File: src/rtl/fetch_unit.sv
// Instruction-fetch stage: owns the PC, hides the 1-cycle instruction-memory read
// latency behind a one-entry skid buffer, and doubles as the program-load path in IDLE.
// Optional HALT-opcode detection is built when FETCH_HALT_DETECT_EN is defined.
module fetch_unit #(
  parameter int ADDR_W = 19,
  parameter int DATA_W = 19,
  parameter int OPC_W  = 5,
  parameter logic [OPC_W-1:0] HALT_OPCODE = 5'b11111
) (
  input  logic              clk,
  input  logic              rst,
  input  logic              start,
  input  logic [ADDR_W-1:0] start_pc,
  input  logic              stop,
  input  logic              load_valid,
  input  logic [ADDR_W-1:0] load_addr,
  input  logic [DATA_W-1:0] load_data,
  output logic              im_we,
  output logic [ADDR_W-1:0] im_addr,
  output logic [DATA_W-1:0] im_wdata,
  input  logic [DATA_W-1:0] im_rdata,
  input  logic              redirect_valid,
  input  logic [ADDR_W-1:0] redirect_pc,
  output logic              ins_valid,
  input  logic              ins_ready,
  output logic [DATA_W-1:0] ins_out,
  output logic [ADDR_W-1:0] ins_pc,
  output logic              busy
);

  typedef enum logic [1:0] {
    IDLE = 2'd0,
    RUN  = 2'd1
`ifdef FETCH_HALT_DETECT_EN
    , HALT = 2'd2
`endif
  } state_t;

  state_t state, state_d;

  logic [ADDR_W-1:0] pc, inflight_pc, skid_pc;
  logic [DATA_W-1:0] skid_data;
  logic              inflight, skid_valid;

  logic       xfer, out_free, redir, stop_run, halt_hit, flush, launch, issue;
  logic [1:0] occ;

  assign xfer     = ins_valid & ins_ready;
  assign out_free = ~ins_valid | ins_ready;
  assign redir    = (state == RUN) & redirect_valid;
  assign stop_run = (state == RUN) & stop & ~redirect_valid;

`ifdef FETCH_HALT_DETECT_EN
  assign halt_hit = (state == RUN) & ~redirect_valid & ~stop & xfer &
                    (ins_out[DATA_W-1 -: OPC_W] == HALT_OPCODE);
  assign launch   = start & ~stop & ((state == IDLE) | (state == HALT));
`else
  assign halt_hit = 1'b0;
  assign launch   = start & ~stop & (state == IDLE);
`endif

  assign flush = redir | stop_run | halt_hit;

  // Entries already owned downstream of the PC, after this cycle's transfer.
  assign occ   = {1'b0, inflight} + {1'b0, ins_valid} + {1'b0, skid_valid} - {1'b0, xfer};
  assign issue = (state == RUN) & ~flush & (occ <= 2'd1);

  always_ff @(posedge clk) begin
    if (rst) state <= IDLE;
    else     state <= state_d;
  end

  always_comb begin
    state_d = state;
    case (state)
      IDLE: if (launch) state_d = RUN;
      RUN: begin
        if (redirect_valid) state_d = RUN;
        else if (stop)      state_d = IDLE;
        else if (halt_hit)  state_d = state_t'(2'd2);
      end
`ifdef FETCH_HALT_DETECT_EN
      HALT: begin
        if (stop)        state_d = IDLE;
        else if (launch) state_d = RUN;
      end
`endif
      default: state_d = IDLE;
    endcase
  end

  always_ff @(posedge clk) begin
    if (rst) begin
      pc          <= '0;
      inflight    <= 1'b0;
      inflight_pc <= '0;
      skid_valid  <= 1'b0;
      skid_data   <= '0;
      skid_pc     <= '0;
      ins_valid   <= 1'b0;
      ins_out     <= '0;
      ins_pc      <= '0;
    end else begin
      inflight <= issue;
      if (issue) begin
        inflight_pc <= pc;
        pc          <= pc + ADDR_W'(1);
      end
      if (launch) pc <= start_pc;

      if (flush) begin
        // Clearing the inflight tag discards the return that lands next cycle.
        ins_valid  <= 1'b0;
        skid_valid <= 1'b0;
        if (redir) pc <= redirect_pc;
      end else if (out_free) begin
        if (skid_valid) begin
          ins_valid  <= 1'b1;
          ins_out    <= skid_data;
          ins_pc     <= skid_pc;
          skid_valid <= inflight;
          skid_data  <= im_rdata;
          skid_pc    <= inflight_pc;
        end else begin
          ins_valid <= inflight;
          if (inflight) begin
            ins_out <= im_rdata;
            ins_pc  <= inflight_pc;
          end
        end
      end else if (inflight) begin
        skid_valid <= 1'b1;
        skid_data  <= im_rdata;
        skid_pc    <= inflight_pc;
      end
    end
  end

  assign busy     = (state != IDLE);
  assign im_we    = (state == IDLE) & load_valid & ~rst;
  assign im_addr  = (state == IDLE) ? load_addr : pc;
  assign im_wdata = (state == IDLE) ? load_data : '0;

endmodule

File: config.mk
export PLATFORM = sky130hd
export DESIGN_NAME = fetch_unit
export DESIGN_NICKNAME = d
export VERILOG_FILES = /design/src/rtl/fetch_unit.sv
export SDC_FILE = /design/constraint.sdc
export NUM_CORES = 1
export LEC_CHECK = 0
export CORE_MARGIN = 3
export CORE_UTILIZATION = 42
export CTS_BUF_LIST = sky130_fd_sc_hd__clkbuf_16
export DETAILED_ROUTE_END_ITERATION = 16
export GPL_ROUTABILITY_DRIVEN = 0
export PLACE_DENSITY = 0.77
export SYNTH_ARGS = -nofsm -noshare
export SYNTH_HDL_FRONTEND = slang
export SYNTH_SLANG_ARGS = --single-unit
File: constraint.sdc
create_clock -name clk -period 2.6 [get_ports clk]
set_input_delay 0.39 -clock clk [delete_from_list [all_inputs] [get_ports clk]]
set_output_delay 0.39 -clock clk [all_outputs]
set_load 0.01 [all_outputs]
==> key figures, run 1 <==
Outcome
  • Status: complete, no violations

Route
  • Drt via density: around 5.3
  • DRC viols: 0
  • DR WL/cell: about 16 um
  • Drt first-iter violations: approximately 400
  • Via count: approximately 5,300
  • DR pass1 iterations: 5
  • Final antenna-violating net count: 0
  • Routed WL: roughly 16,000 um

Yosys
  • Synthesized instance count: about 640
  • Post-synth EDFFs: 0
  • Ys async rst share: 0%
  • #FFs+latches synth: approximately 120
  • Cell taking the most area after synthesis: dfxtp_1
  • Primary FF master, synth: dfxtp_1
  • Largest cells by area after synthesis: dfxtp_1, nand2_1, mux2i_1, a21oi_1, a211oi_1
  • Synth warn: 0
  • Post-synth top area share: between 40% and 50%
  • Mapped Area: about 5500 um2
  • Distinct cells, synth: slightly below 50
  • Synth Net Count: 742
  • Syn avg cell area: about 8.6 um2
  • Seq/Total Area, Yosys: a little over two fifths

Timing
  • Slew Viols, Final: 0
  • Hold Vio Cnt, Final: 0
  • Final Cycle Share: roughly 100%
  • Slew HR: 16.2%
  • Slew at the pin with the worst max-slew slack: ~1.3 ns
  • Skew final: ~0.011 ns
  • Final setup violation count: 0
  • RSZ-0062 raised after global routing: true
  • FMAX: 385 MHz
  • Minimum clock period after layout: 2.59 ns
  • Worst setup margin: between 0.005 and 0.006 ns

Worst hold path
  • Origin of the worst min-delay path: rst
  • Worst hold path type: primary input to register
  • Hold Crit Endpoint: pc[5]
  • Worst hold stages: 2

Clock network
  • CTS tree: yes
  • CTS Buffer Depth: 2
  • Hold Buf Count CTS: 0
  • TritonCTS Buffers: 17
  • H-tree depth: 4
  • Reg clk slew, reported paths: ~0.06 ns
  • Root Driver: clkbuf_16
  • Clk sinks: roughly 120
  • CTS resizes: 0
  • Total setup buffers inserted after CTS: 0
  • Later-pin clock latency in the skew report: roughly 0.4 ns

Critical path
  • Reg2reg path depth: 9
  • Worst Setup Start Kind: primary input
  • Reg2reg setup slack: ~0.08 ns
  • WP data arrival: between 2 and 3 ns
  • Max FO, Critical Path: 5
  • Worst reg2reg path endpoint: pc[2]
  • WS Path Type: primary input to register
  • FF-to-FF Start: inflight
  • Worst path required time: between 2 and 3 ns
  • Crit path capture type: register

Placement
  • Detailed placement HPWL: 10,900 um
  • DP Worst Slack: -0.340 ns
  • Buffers on Ports: 180

Final layout
  • Most frequent cells in the layout: clkdlybuf4s50_1, nand2_1, dfxtp_1
  • Register Area: 2360 um2
  • Layout cells sized above 1: between 10% and 20%
  • Multi-input logic area: slightly below 3000 um2
  • N_diodes: 0
  • Area Growth Syn to Fin: 46.6%
  • Nets: a little over 900
  • Fill count: roughly 1,100
  • Commonest non-fill, non-tap cell in the layout: clkdlybuf4s50_1

Global routing
  • Initial antenna violation count: 0
  • Gr usage total: between 20% and 30%
  • Number of global-route vias before repair: 5,049
  • Congestion Overflow GR: 0
  • First-pass GRT wire length: between 20,000 and 25,000 um
  • Largest net degree at the start of global routing: 118

Job
  • Maxcap violations: 0

Floorplan
  • Die Width: around 120 um
  • Die footprint: approximately 15,000 um2
  • Initial Util: approximately 43%
  • Num rows: between 40 and 50
  • Core ar.: approximately 13,000 um2
  • Io pins: about 180
  • Die height: 120 um

Power
  • Sequential power share: around two fifths
  • Sw frac: ~25%
  • Clk network pwr share: 47.2%
  • Tot Pwr: 4.71 mW
  • Sw Pwr: about 1.2 mW
  • Internal power: 3.53 mW
  • Part of the power in combinational logic: 12.1%
  • Peak VDD IR: just under 0.0005 V
  • PwrDens: slightly below 600 nW/um2
  • LEAKAGE: around 2.6 nW
-- worst max-delay path by stage --
stage / start / end / slack (ns) / cells past startpoint
floorplan: ins_ready / pc[8] / 0.13 / 9
global route: ins_ready / pc[15] / -0.01 / 11
global placement: ins_ready / pc[8] / -0.26 / 11
detailed placement: ins_ready / pc[6] / -0.34 / 11
finish: ins_ready / pc[2] / 0.005 / 10
CTS: ins_ready / pc[6] / 0.06 / 11
-- critical path, cell delays in order --
cell,delay (ns)
clkdlybuf4s50_1,0.42
and2_1,0.16
ha_1,0.27
inv_1,0.04
ha_1,0.31
a21oi_4,0.22
mux2_2,0.41
nand2_1,0.10
xor2_1,0.08
a2111oi_1,0.46
-- power by group through the flow --
stage | Sequential, mW | Clock, mW | Combinational, mW
3_5_place_dp | 1.95 | 0 | 0.569
3_3_place_gp | 1.95 | 0 | 0.561
6_report | 1.92 | 2.22 | 0.572
5_1_grt | 1.92 | 2.34 | 0.614
4_1_cts | 1.91 | 2.24 | 0.573
2_1_floorplan | 1.93 | 0 | 0.250
-- cell type report --
class	instances	share of cell area, %
clock buffer	17	5.28
clock inverter	15	1.80
inverter	3	0.140
multi-input combinational	466	36.0
sequential	118	29.3
tap	172	2.67
timing repair buffer	201	24.8
-- state kept, by name, indices dropped and copies added (netlist names) --
register     flops
inflight_pc     19
skid_data       19
skid_valid       1
ins_pc          19
pc              19
inflight         1
ins_out         19
skid_pc         19
ins_valid        1
state            1
-- cell usage after synthesis, drive strengths merged (8+ instances only) --
| master | n |
|---|---|
| nand2 | 125 |
| dfxtp | 118 |
| nor2 | 66 |
| a21oi | 64 |
| mux2i | 41 |
| a211oi | 40 |
| clkbuf | 32 |
| nor2b | 21 |
| mux2 | 20 |
| buf | 18 |
| xnor2 | 12 |
| a2111oi | 9 |
| nor3 | 8 |
-- layer usage --
layer	vias to the layer above	routed length, um	track usage (%)
met2	223	7830	36.7
met5	-	0	0
li1	2573	-	-
met4	0	280	7.15
met1	2442	6300	25.2
met3	24	1130	4.58
-- logic make-up (layout without fill, tap and decap cells) --
kind of cell	after synthesis	count (layout)	share of synthesized area (%)
compound gates	137	137	16.7
flops	118	118	43.0
simple gates	250	250	20.8
xor+xnor	15	15	2.39
buf+inv	53	236	4.82
fa+ha+maj	3	3	0.683
mux	61	61	11.6
-- per-stage QoR --
step	TNS (ns)	cells	utilization [%]	area (um2)	hold slack, ns
5_1_grt	-0.0314	992	63.4	8060	0.182
4_1_cts	0	992	63.2	8040	0.184
3_5_place_dp	-10.23	960	58.7	7470	0.448
6_report	0	992	63.4	8060	0.198
2_1_floorplan	0	637	-	5500	0.436
3_3_place_gp	-8.26	960	58.7	7470	0.441
Note: power is estimated with default switching activity, not from simulation.
==> inputs of run 2 (changes only) <==
--- a/config.mk
+++ b/config.mk
@@ -5,12 +5,14 @@
 export SDC_FILE = /design/constraint.sdc
 export NUM_CORES = 1
 export LEC_CHECK = 0
+export ABC_CLOCK_PERIOD_IN_PS = 2600
 export CORE_MARGIN = 3
 export CORE_UTILIZATION = 42
 export CTS_BUF_LIST = sky130_fd_sc_hd__clkbuf_16
 export DETAILED_ROUTE_END_ITERATION = 16
 export GPL_ROUTABILITY_DRIVEN = 0
 export PLACE_DENSITY = 0.77
+export SKIP_CTS_REPAIR_TIMING = 1
 export SYNTH_ARGS = -nofsm -noshare
 export SYNTH_HDL_FRONTEND = slang
 export SYNTH_SLANG_ARGS = --single-unit
==> results of run 2 <==
Final layout, timing and power as in run 1 (identical DEF).
==> inputs of run 3 (changes only) <==
--- a/config.mk
+++ b/config.mk
@@ -11,7 +11,8 @@
 export CTS_BUF_LIST = sky130_fd_sc_hd__clkbuf_16
 export DETAILED_ROUTE_END_ITERATION = 16
 export GPL_ROUTABILITY_DRIVEN = 0
-export PLACE_DENSITY = 0.77
+export MAX_ROUTING_LAYER = met4
+export PLACE_DENSITY_LB_ADDON = 0.3
 export SKIP_CTS_REPAIR_TIMING = 1
 export SYNTH_ARGS = -nofsm -noshare
 export SYNTH_HDL_FRONTEND = slang
==> run 3 against run 2 <==
Compared with the run above: clock power grew 9.5%; die area is the same; final cell count shrank 0.10%; critical path depth grew 2; sequential cell count is the same; power grew 4.5%; design area grew 0.62%; utilization grew 0.39 points; first-iteration DRC count grew 7.3%; non-clock buffer count is the same; clock skew shrank 0.0012 ns; largest cell class unchanged; largest power group unchanged.
==> key figures, run 3 (synthesis results as in run 1) <==
Outcome
  • Status: complete, no violations

Clock network
  • TritonCTS Buffers: 17
  • Root Driver: clkbuf_16
  • CTS tree: yes
  • Later-pin clock latency in the skew report: approximately 0.4 ns
  • Reg clk slew, reported paths: approximately 0.05 ns
  • CTS Buffer Depth: 2
  • H-tree depth: 4
  • Clk sinks: roughly 120

Route
  • Via count: about 5,200
  • DRC viols: 0
  • Drt first-iter violations: about 420
  • DR WL/cell: 15.7 um
  • DR pass1 iterations: 4
  • Drt via density: 5.27
  • Routed WL: roughly 16,000 um
  • Final antenna-violating net count: 0

Critical path
  • WS Path Type: primary input to register
  • CP max-delay cell: clkdlybuf4s50_1
  • Reg2reg setup slack: 0.26 ns
  • Max FO, Critical Path: 7
  • Crit-path cells: clkdlybuf4s50_1 -> and2_1 -> ha_1 -> inv_1 -> ha_1 -> a21oi_4 -> mux2i_2 -> buf_6 -> buf_4 -> nor2_1 -> xnor2_1 -> a211oi_2
  • WP data arrival: about 2.7 ns
  • Critical Path Start: ins_ready
  • Worst Setup Start Kind: primary input
  • Crit path capture type: register
  • Most used cell, CP: ha_1
  • Worst path required time: ~2.9 ns
  • Crit-path max cell delay: slightly above 0.4 ns
  • FF-to-FF Start: inflight

Worst hold path
  • Origin of the worst min-delay path: rst
  • Worst hold path type: primary input to register

Power
  • Sequential power share: 39.1%
  • PwrDens: about 610 nW/um2
  • Internal power: between 3 and 4 mW
  • Clk network pwr share: between 40% and 50%
  • Peak VDD IR: between 0.0005 and 0.0006 V
  • Part of the power in combinational logic: a little under an eighth
  • Tot Pwr: ~4.9 mW
  • LEAKAGE: 2.68 nW
  • Sw Pwr: 1.05 mW
  • Sw frac: between 20% and 30%

Placement
  • DP Worst Slack: -0.356 ns
  • Buffers on Ports: between 150 and 200
  • Detailed placement HPWL: 11,100 um

Timing
  • Slew HR: 49.7%
  • RSZ-0062 raised after global routing: true
  • Skew final: slightly below 0.01 ns
  • Setup TNS: 0 ns
  • Slew at the pin with the worst max-slew slack: between 0.7 and 0.8 ns
  • Worst Hold Margin: between 0.2 and 0.25 ns
  • Minimum clock period after layout: 2.47 ns
  • FMAX: 406 MHz
  • Slew Viols, Final: 0
  • Final Cycle Share: a little over nine tenths
  • Hold Vio Cnt, Final: 0
  • Worst setup margin: roughly 0.13 ns
  • Final setup violation count: 0

Final layout
  • Most frequent cells in the layout: clkdlybuf4s50_1, nand2_1, dfxtp_1
  • Layout cells sized above 1: 11.4%
  • Area Growth Syn to Fin: 47.6%
  • N_diodes: 0
  • Nets: 912
  • Commonest non-fill, non-tap cell in the layout: clkdlybuf4s50_1

Floorplan
  • Die footprint: approximately 15,000 um2
  • Core ar.: around 13,000 um2
  • Io pins: about 180
  • Die Width: about 120 um
  • Num rows: approximately 40
  • Initial Util: a little over two fifths
  • Die height: around 120 um

Global routing
  • Gr usage total: roughly 22%
  • Largest net degree at the start of global routing: 77
  • Number of global-route vias before repair: between 5,000 and 6,000
  • Congestion Overflow GR: 0
  • First-pass GRT wire length: about 25,000 um
  • Initial antenna violation count: 0

Job
  • Maxcap violations: 0
[run 3: final timing paths]
check	endpoint	cells past startpoint
max	pc[4]	12
min	pc[14]	2
max reg2reg	pc[4]	11
min reg2reg	skid_pc[11]	2
[run 3: per-layer routing]
layer | vias to the layer above | global-route usage (%) | part of all wire (%)
met1 | 2418 | 25.5 | 41
met5 | - | - | 0
li1 | 2566 | - | -
met4 | 0 | 10.3 | 3.8
met3 | 44 | 4.77 | 5.9
met2 | 192 | 36.5 | 49
[run 3: through the flow]
stage | util (%) | instances | instance area [um2]
finish | 63.8 | 991 | 8110
detailed placement | 58.7 | 960 | 7460
global placement | 58.7 | 960 | 7460
global route | 63.8 | 991 | 8110
floorplan | - | 637 | 5500
CTS | 63.5 | 991 | 8080
[run 3: power groups by stage]
stage               clock (mW)  sequential (mW)  combinational [mW]
finish                    2.43             1.93               0.565
global route              2.55             1.93               0.605
CTS                       2.46             1.92               0.563
detailed placement           0             1.96               0.559
global placement             0             1.96               0.551
floorplan                    0             1.93               0.250
[run 3: critical path, delay by kind of cell]
kind / cells / cell delay, ns
compound gates: 2 / 0.32
xor+xnor: 1 / 0.22
fa+ha+maj: 2 / 0.57
buf+inv: 4 / 0.76
mux: 1 / 0.25
simple gates: 2 / 0.22
[run 3: layout make-up]
type	instances	area [um2]
multi-input combinational	466	2900
sequential	118	2370
tap	172	215
inverter	3	11.3
fill	1063	4610
clock buffer	17	425
clock inverter	14	194
timing repair buffer	201	2000
